File: config.mk
export PLATFORM = sky130hd
export DESIGN_NAME = key_event_decoder
export DESIGN_NICKNAME = d
export VERILOG_FILES = /design/src/rtl/kbd_pkg.sv /design/src/rtl/key_repeat_timer.sv /design/src/rtl/key_event_decoder.sv
export SDC_FILE = /design/constraint.sdc
export NUM_CORES = 1
export LEC_CHECK = 0
export ABC_AREA = 0
export BUFFER_PORTS_ARGS = -buffer_cell sky130_fd_sc_hd__buf_2
export CORE_ASPECT_RATIO = 0.75
export CORE_MARGIN = 10
export CORE_UTILIZATION = 37
export CTS_BUF_LIST = sky130_fd_sc_hd__clkbuf_16
export DETAILED_ROUTE_END_ITERATION = 10
export SYNTH_ARGS = -nofsm -noshare
export SYNTH_HDL_FRONTEND = slang
export SYNTH_SLANG_ARGS = --single-unit
File: constraint.sdc
create_clock -name CLK_50M -period 3 [get_ports CLK_50M]
set_input_delay 0.15 -clock CLK_50M [delete_from_list [all_inputs] [get_ports CLK_50M]]
set_output_delay 0.15 -clock CLK_50M [all_outputs]
set_load 0.05 [all_outputs]
File: src/rtl/kbd_pkg.sv
// Shared keyboard definitions: prefix FSM states, PS/2 control bytes,
// the game key codes and the default channel table.
package kbd_pkg;

   // Prefix FSM states of the scan-code decoder
   typedef enum logic [1:0] {
      ST_IDLE    = 2'd0,
      ST_EXT     = 2'd1,
      ST_BRK     = 2'd2,
      ST_EXT_BRK = 2'd3
   } prefix_state_t;

   localparam logic [7:0] PS2_EXT    = 8'hE0;
   localparam logic [7:0] PS2_BRK    = 8'hF0;
   localparam logic [7:0] PS2_IGN_E1 = 8'hE1;
   localparam logic [7:0] PS2_IGN_AA = 8'hAA;

   // Key entries: bit 8 = E0-extended, bits 7:0 = scan code
   localparam logic [8:0] KEY_LEFT  = 9'h16B;
   localparam logic [8:0] KEY_RIGHT = 9'h174;
   localparam logic [8:0] KEY_UP    = 9'h175;
   localparam logic [8:0] KEY_DOWN  = 9'h172;
   localparam logic [8:0] KEY_P     = 9'h04D;
   localparam logic [8:0] KEY_R     = 9'h02D;
   localparam logic [8:0] KEY_SPACE = 9'h029;
   localparam logic [8:0] KEY_ESC   = 9'h076;

   localparam int PREFIX_TIMER_W = 26;

   // Channel 0 is the rightmost entry: ESC=0, SPACE=1, LEFT=2, RIGHT=3,
   // DOWN=4, UP=5, R=6, P=7
   localparam logic [71:0] KEY_CODES_DEFAULT = {KEY_P, KEY_R, KEY_UP, KEY_DOWN,
                                                KEY_RIGHT, KEY_LEFT, KEY_SPACE, KEY_ESC};

   // True when a table entry equals the decoded {ext, code} pair
   function automatic logic key_match(input logic [8:0] entry,
                                      input logic       ext,
                                      input logic [7:0] code);
      return entry == {ext, code};
   endfunction

endpackage

File: src/rtl/key_repeat_timer.sv
// Auto-repeat timing for the single tracked key: waits REPEAT_DELAY cycles
// after start, then fires every REPEAT_PERIOD cycles until cancelled.
// fire is a one-cycle request; the caller registers it into key_press.
module key_repeat_timer #(
   parameter int REPEAT_DELAY  = 25_000_000,
   parameter int REPEAT_PERIOD = 5_000_000
) (
   input  logic clk,
   input  logic rst,
   input  logic start,
   input  logic cancel,
   output logic fire
);

   localparam logic [25:0] DELAY_LAST  = 26'(REPEAT_DELAY - 1);
   localparam logic [25:0] PERIOD_LAST = 26'(REPEAT_PERIOD - 1);

   logic        active_r;
   logic        period_r;
   logic [25:0] cnt_r;
   logic        at_limit_s;

   // Detect end of the current delay/period phase; cancel suppresses firing
   always_comb begin
      at_limit_s = period_r ? (cnt_r == PERIOD_LAST) : (cnt_r == DELAY_LAST);
      fire       = active_r && !cancel && at_limit_s;
   end

   // Delay/period counter; cancel wins over start, start restarts the delay
   always_ff @(posedge clk) begin
      if (rst) begin
         active_r <= 1'b0;
         period_r <= 1'b0;
         cnt_r    <= 26'd0;
      end else if (cancel) begin
         active_r <= 1'b0;
         period_r <= 1'b0;
         cnt_r    <= 26'd0;
      end else if (start) begin
         active_r <= 1'b1;
         period_r <= 1'b0;
         cnt_r    <= 26'd0;
      end else if (active_r && at_limit_s) begin
         period_r <= 1'b1;
         cnt_r    <= 26'd0;
      end else if (active_r) begin
         cnt_r    <= cnt_r + 26'd1;
      end else begin
         cnt_r    <= 26'd0;
      end
   end

endmodule

File: src/rtl/key_event_decoder.sv
// PS/2 scan-byte decoder: tracks E0/F0 prefixes, matches terminal bytes
// against a table of key channels and produces held levels plus one-cycle
// press/release pulses. Optional feature macro KEY_AUTOREPEAT_EN adds
// auto-repeat press pulses for the most recently pressed key.
module key_event_decoder
   import kbd_pkg::*;
#(
   parameter int                    NUM_KEYS       = 8,
   parameter logic [NUM_KEYS*9-1:0] KEY_CODES      = KEY_CODES_DEFAULT,
   parameter int                    PREFIX_TIMEOUT = 50_000_000,
   parameter int                    REPEAT_DELAY   = 25_000_000,
   parameter int                    REPEAT_PERIOD  = 5_000_000
) (
   input  logic                CLK_50M,
   input  logic                RST,
   input  logic [7:0]          ps2_byte,
   input  logic                ps2_byte_vld,
   output logic [NUM_KEYS-1:0] key_held,
   output logic [NUM_KEYS-1:0] key_press,
   output logic [NUM_KEYS-1:0] key_release,
   output logic                any_press
);

   localparam logic [PREFIX_TIMER_W-1:0] PFX_LAST = PREFIX_TIMER_W'(PREFIX_TIMEOUT - 1);

   // Reject configurations the counters cannot represent
   if (NUM_KEYS < 1 || NUM_KEYS > 32 || PREFIX_TIMEOUT < 1 ||
       REPEAT_DELAY < 1 || REPEAT_PERIOD < 1) begin : g_bad_cfg
      $error("key_event_decoder: parameter out of range");
   end

   prefix_state_t               state_r;
   logic [PREFIX_TIMER_W-1:0]   pfx_timer_r;
   logic [NUM_KEYS-1:0]         key_held_r, key_press_r, key_release_r;
   logic                        any_press_r;

   logic                        in_ext_s, in_brk_s;
   logic                        is_ext_s, is_brk_s, is_ign_s;
   logic                        prefix_s, error_s, terminal_s;
   logic [NUM_KEYS-1:0]         match_s, press_s, release_s, rpt_vec_s;

   // Classify the incoming byte against the current prefix state
   always_comb begin
      in_ext_s   = (state_r == ST_EXT) || (state_r == ST_EXT_BRK);
      in_brk_s   = (state_r == ST_BRK) || (state_r == ST_EXT_BRK);
      is_ext_s   = (ps2_byte == PS2_EXT);
      is_brk_s   = (ps2_byte == PS2_BRK);
      is_ign_s   = (ps2_byte == PS2_IGN_E1) || (ps2_byte == PS2_IGN_AA);
      prefix_s   = (is_ext_s && (state_r == ST_IDLE)) ||
                   (is_brk_s && ((state_r == ST_IDLE) || (state_r == ST_EXT)));
      error_s    = (is_ext_s && in_ext_s) || (is_brk_s && in_brk_s);
      // E0 while in BRK is neither prefix nor error, so it is decoded as a code
      terminal_s = ps2_byte_vld && !is_ign_s && !prefix_s && !error_s;
   end

   // Match the terminal byte against every channel; duplicates all respond
   always_comb begin
      match_s = '0;
      for (int i = 0; i < NUM_KEYS; i++) begin
         match_s[i] = terminal_s && key_match(KEY_CODES[9*i +: 9], in_ext_s, ps2_byte);
      end
      press_s   = match_s & ~key_held_r & {NUM_KEYS{!in_brk_s}};
      release_s = match_s &  key_held_r & {NUM_KEYS{in_brk_s}};
   end

`ifdef KEY_AUTOREPEAT_EN
   logic [NUM_KEYS-1:0] rpt_sel_r;
   logic [NUM_KEYS-1:0] first_press_s;
   logic                found_s;
   logic                rpt_start_s, rpt_cancel_s, rpt_fire_s;

   // Pick the lowest pressed channel as repeat target and form repeat pulses
   always_comb begin
      found_s       = 1'b0;
      first_press_s = '0;
      for (int i = 0; i < NUM_KEYS; i++) begin
         first_press_s[i] = press_s[i] && !found_s;
         found_s          = found_s || press_s[i];
      end
      rpt_start_s  = |press_s;
      rpt_cancel_s = |(release_s & rpt_sel_r);
      rpt_vec_s    = rpt_sel_r & {NUM_KEYS{rpt_fire_s}};
   end

   // Remember which channel currently owns auto-repeat
   always_ff @(posedge CLK_50M) begin
      if (RST) begin
         rpt_sel_r <= '0;
      end else if (rpt_start_s) begin
         rpt_sel_r <= first_press_s;
      end else begin
         rpt_sel_r <= rpt_sel_r;
      end
   end

   key_repeat_timer #(
      .REPEAT_DELAY  (REPEAT_DELAY),
      .REPEAT_PERIOD (REPEAT_PERIOD)
   ) u_repeat_timer (
      .clk    (CLK_50M),
      .rst    (RST),
      .start  (rpt_start_s),
      .cancel (rpt_cancel_s),
      .fire   (rpt_fire_s)
   );
`else
   // No auto-repeat: presses come only from decoded makes
   always_comb begin
      rpt_vec_s = '0;
   end
`endif

   // Prefix FSM, prefix timeout and registered key outputs
   always_ff @(posedge CLK_50M) begin
      if (RST) begin
         state_r       <= ST_IDLE;
         pfx_timer_r   <= '0;
         key_held_r    <= '0;
         key_press_r   <= '0;
         key_release_r <= '0;
         any_press_r   <= 1'b0;
      end else begin
         if (ps2_byte_vld) begin
            pfx_timer_r <= '0;
            if (is_ign_s) begin
               state_r <= state_r;
            end else if (prefix_s) begin
               case (state_r)
                  ST_IDLE: state_r <= is_ext_s ? ST_EXT : ST_BRK;
                  ST_EXT:  state_r <= ST_EXT_BRK;
                  default: state_r <= ST_IDLE;
               endcase
            end else begin
               state_r <= ST_IDLE;
            end
         end else if (state_r != ST_IDLE) begin
            if (pfx_timer_r == PFX_LAST) begin
               state_r     <= ST_IDLE;
               pfx_timer_r <= '0;
            end else begin
               pfx_timer_r <= pfx_timer_r + {{(PREFIX_TIMER_W-1){1'b0}}, 1'b1};
            end
         end else begin
            pfx_timer_r <= '0;
         end
         key_held_r    <= (key_held_r | press_s) & ~release_s;
         key_press_r   <= press_s | rpt_vec_s;
         key_release_r <= release_s;
         any_press_r   <= |(press_s | rpt_vec_s);
      end
   end

   assign key_held    = key_held_r;
   assign key_press   = key_press_r;
   assign key_release = key_release_r;
   assign any_press   = any_press_r;

endmodule

==> run_results.csv <==
group,metric,value,unit
layout,final_cells,378,
worst_setup_path,start_kind,"flop",
sta,max_slew_margin,55.0,%
sta,timing.final.crit_share,62.8,%
place,numPortBuffers,35,
worst_setup_path,critPathArrivalTime,2.06,ns
worst_setup_path,path_common_cell,"nand3_1",
layout,antenna_cells,0,
clocking,cts_resized,0,
synthesis,netlist_area,2350,um^2
floorplanning,die_area,9980,um^2
worst_setup_path,startpoint,"pfx_timer_r[0]",
clocking,cts_sinks,53,
global_route,grt_max_degree,19,
floorplanning,rows,25,
power,power_density,488,nW/um^2
clocking,clk_pin_slew_worst_paths,0.07,ns
synthesis,synth_ff_type,"dfxtp_1",
worst_setup_path,r2r-start,"pfx_timer_r[0]",
clocking,cts_root_buf,"clkbuf_16",
hold_path,hp-start,"ps2_byte_vld",
synthesis,synth-edff-count,0,
clocking,cts_tree,"built",
global_route,antenna_found_initial,0,
worst_setup_path,criticalPathCategory,"flop to flop",
clocking,cts_hold_buf,0,
sta,fin_setup_tns,0,ns
worst_setup_path,path_depth,6,
routing,drt-pass1-iter-count,4,
place,placed_cell_area,2570,um^2
floorplanning,die_w,112,um
floorplanning,fp.dieH,89.0,um
sta,min_period,1.88,ns
worst_setup_path,cp_cell_sequence,"ha_1 -> nand3_1 -> nor4_2 -> nand3_1 -> xor2_1 -> nor2_1",
worst_setup_path,critPathSlowestCell,"nor4_2",
worst_setup_path,crit_buf_inv,0,
place,dp_hpwl,3.95,mm
sta,finClkSkew,0.00891,ns
clocking,cts_setup_buffers,0,
power,p_total,0.00133,W
global_route,grt_usage,10.5,%
synthesis,synth.avg_cell_area,8.97,um^2
sta,maxSlewViolCount,0,
sta,grt_setup_unrepaired,"no",
routing,ant_nets,0,
routing,route.detailed.drc,0,
sta,tightest_slew,0.669,ns
synthesis,syn_nets,274,
power,ir_drop,0.229,mV
layout,synthToLayoutAreaGrowth,15.9,%
sta,hold_slack,0.153,ns
clocking,worst_skew_pair.late_latency,0.29,ns
worst_setup_path,r2r_cells,6,
clocking,h-tree-depth,2,
layout,fin_area,2720,um^2
power,p_leak,1.01,nW
sta,hold_viol,0,
hold_path,min_path_type,"input port to flop",
routing,vias,1901,
global_route,grt_first_pass_wirelength,8.71,mm
worst_setup_path,max_stage_delay,0.63,ns
synthesis,synth_cell_types,48,
floorplanning,core,6220,um^2
routing,first_iter_violations,155,
routing,routed_wl,5.28,mm
clocking,clk_path_buf_depth,2,
clocking,numCtsBuffers,5,
synthesis,yosys_register_bits,53,
worst_setup_path,end_kind,"flop",
floorplanning,io_pins,36,
floorplanning,start_util,37.8,%
layout,drive_gt1_share,18.2,%
layout,fillers,616,
sta,fmax,531,MHz
global_route,first_global_vias,1728,
place,dp_cells,370,
synthesis,ys_seq_area_share,45.1,%
synthesis,syn_inst,262,
place,place_congestion,0.898,
routing,drt-wirelength-per-cell,14.0,um
synthesis,async_flop_share,0,%
global_route,grt-ovfl-total,0,
synthesis,yosys_warnings,0,
status,status,"finished, final reports clean",
routing,via_per_inst,5.03,
sta,final-setup-viol-count,0,
worst_setup_path,cp_max_fo,6,
job,drv_cap,0,
layout,layout.nets,308,
hold_path,min_path_cells,3,
worst_setup_path,required,3.18,ns
worst_setup_path,crit_family,"simple AND/OR/NAND/NOR gates",
[stage by stage]
step / util, % / worst slack [ns]
final: 43.8 / 1.12
after global routing: 43.8 / 0.883
after CTS: 43.8 / 1.09
after detailed placement: 41.3 / 1.10
after global placement: 41.3 / 1.17
after floorplan: - / 1.32
[cell usage in the layout, fill, tap and decap left out, types with 4 or more instances in the layout]
master and count:
nand4_1 8, nand2_1 17, nand3_1 16, inv_1 5
xor2_1 16, nor3_1 10, buf_2 35, nand2b_1 9
mux2i_1 6, nand3b_1 4, clkbuf_16 5, xnor2_1 9
and3_1 6, dfxtp_1 53, nor2_1 48, nor4_1 8
[worst paths after layout]
kind	slack [ns]	endpoint
min reg2reg	0.47	pfx_timer_r[0]
min	0.15	state_r[0]
max	1.12	pfx_timer_r[20]
max reg2reg	1.12	pfx_timer_r[20]
[cell type report]
class,instances,area [um^2],area share (%)
clock buffer,5,125,4.59
clock inverter,3,25.0,0.919
inverter,5,18.8,0.689
multi-input combinational,195,1210,44.4
sequential,53,1060,39.0
tap,81,101,3.72
timing repair buffer,36,183,6.71
[synthesized netlist by cell type, drive strengths merged (2+ instances only)]
cell	n	share of area, %
or4	2	0.64
or3	2	0.53
and4	2	0.75
or2	2	0.53
nand2	17	2.7
and3	6	1.6
nor3	10	2.1
nand4b	2	0.75
xnor2	9	3.4
clkbuf	4	1.1
buf	5	1.5
nand3b	5	2.1
nor4bb	2	0.85
mux2i	6	2.6
dfxtp	53	45
nand4	8	2.1
nand2b	9	2.4
nor3b	2	0.64
xor2	16	6.0
nand3	16	3.4
o22ai	2	0.80
inv	5	0.80
nor2	48	7.7
nor4	10	3.2
or2b	2	0.75
[where the power goes]
group	internal, W	switching [W]	total, W
logic	0.0000162	0.0000288	0.0000450
registers	0.000703	0.000000279	0.000703
clock network	0.000316	0.000266	0.000582
[per-layer routing]
metal	up-vias	wire, um	track usage [%]
li1	981	-	-
met1	874	2820	15.3
met2	41	2120	14.7
met3	5	279	2.55
met4	0	62	3.45
met5	-	0	0
[worst reg2reg max path, delay by kind of cell, from the launching register on]
kind,cells,cell delay [ns]
xor gates and xnor gates,1,0.17
adders and majority gates,1,0.22
DFF,1,0.38
and+or+nand+nor,4,1.00
[logic make-up (layout without fill, tap and decap cells)]
logic type / Yosys count / after routing / share of synthesized area (%)
simple gates: 151 / 151 / 35.0
xor+xnor: 25 / 25 / 9.31
flops: 53 / 53 / 45.1
fa+ha+maj: 1 / 1 / 0.532
buf+inv: 14 / 49 / 3.41
compound gates: 12 / 12 / 4.05
mux: 6 / 6 / 2.55
Power figures use the tool's default switching activity.
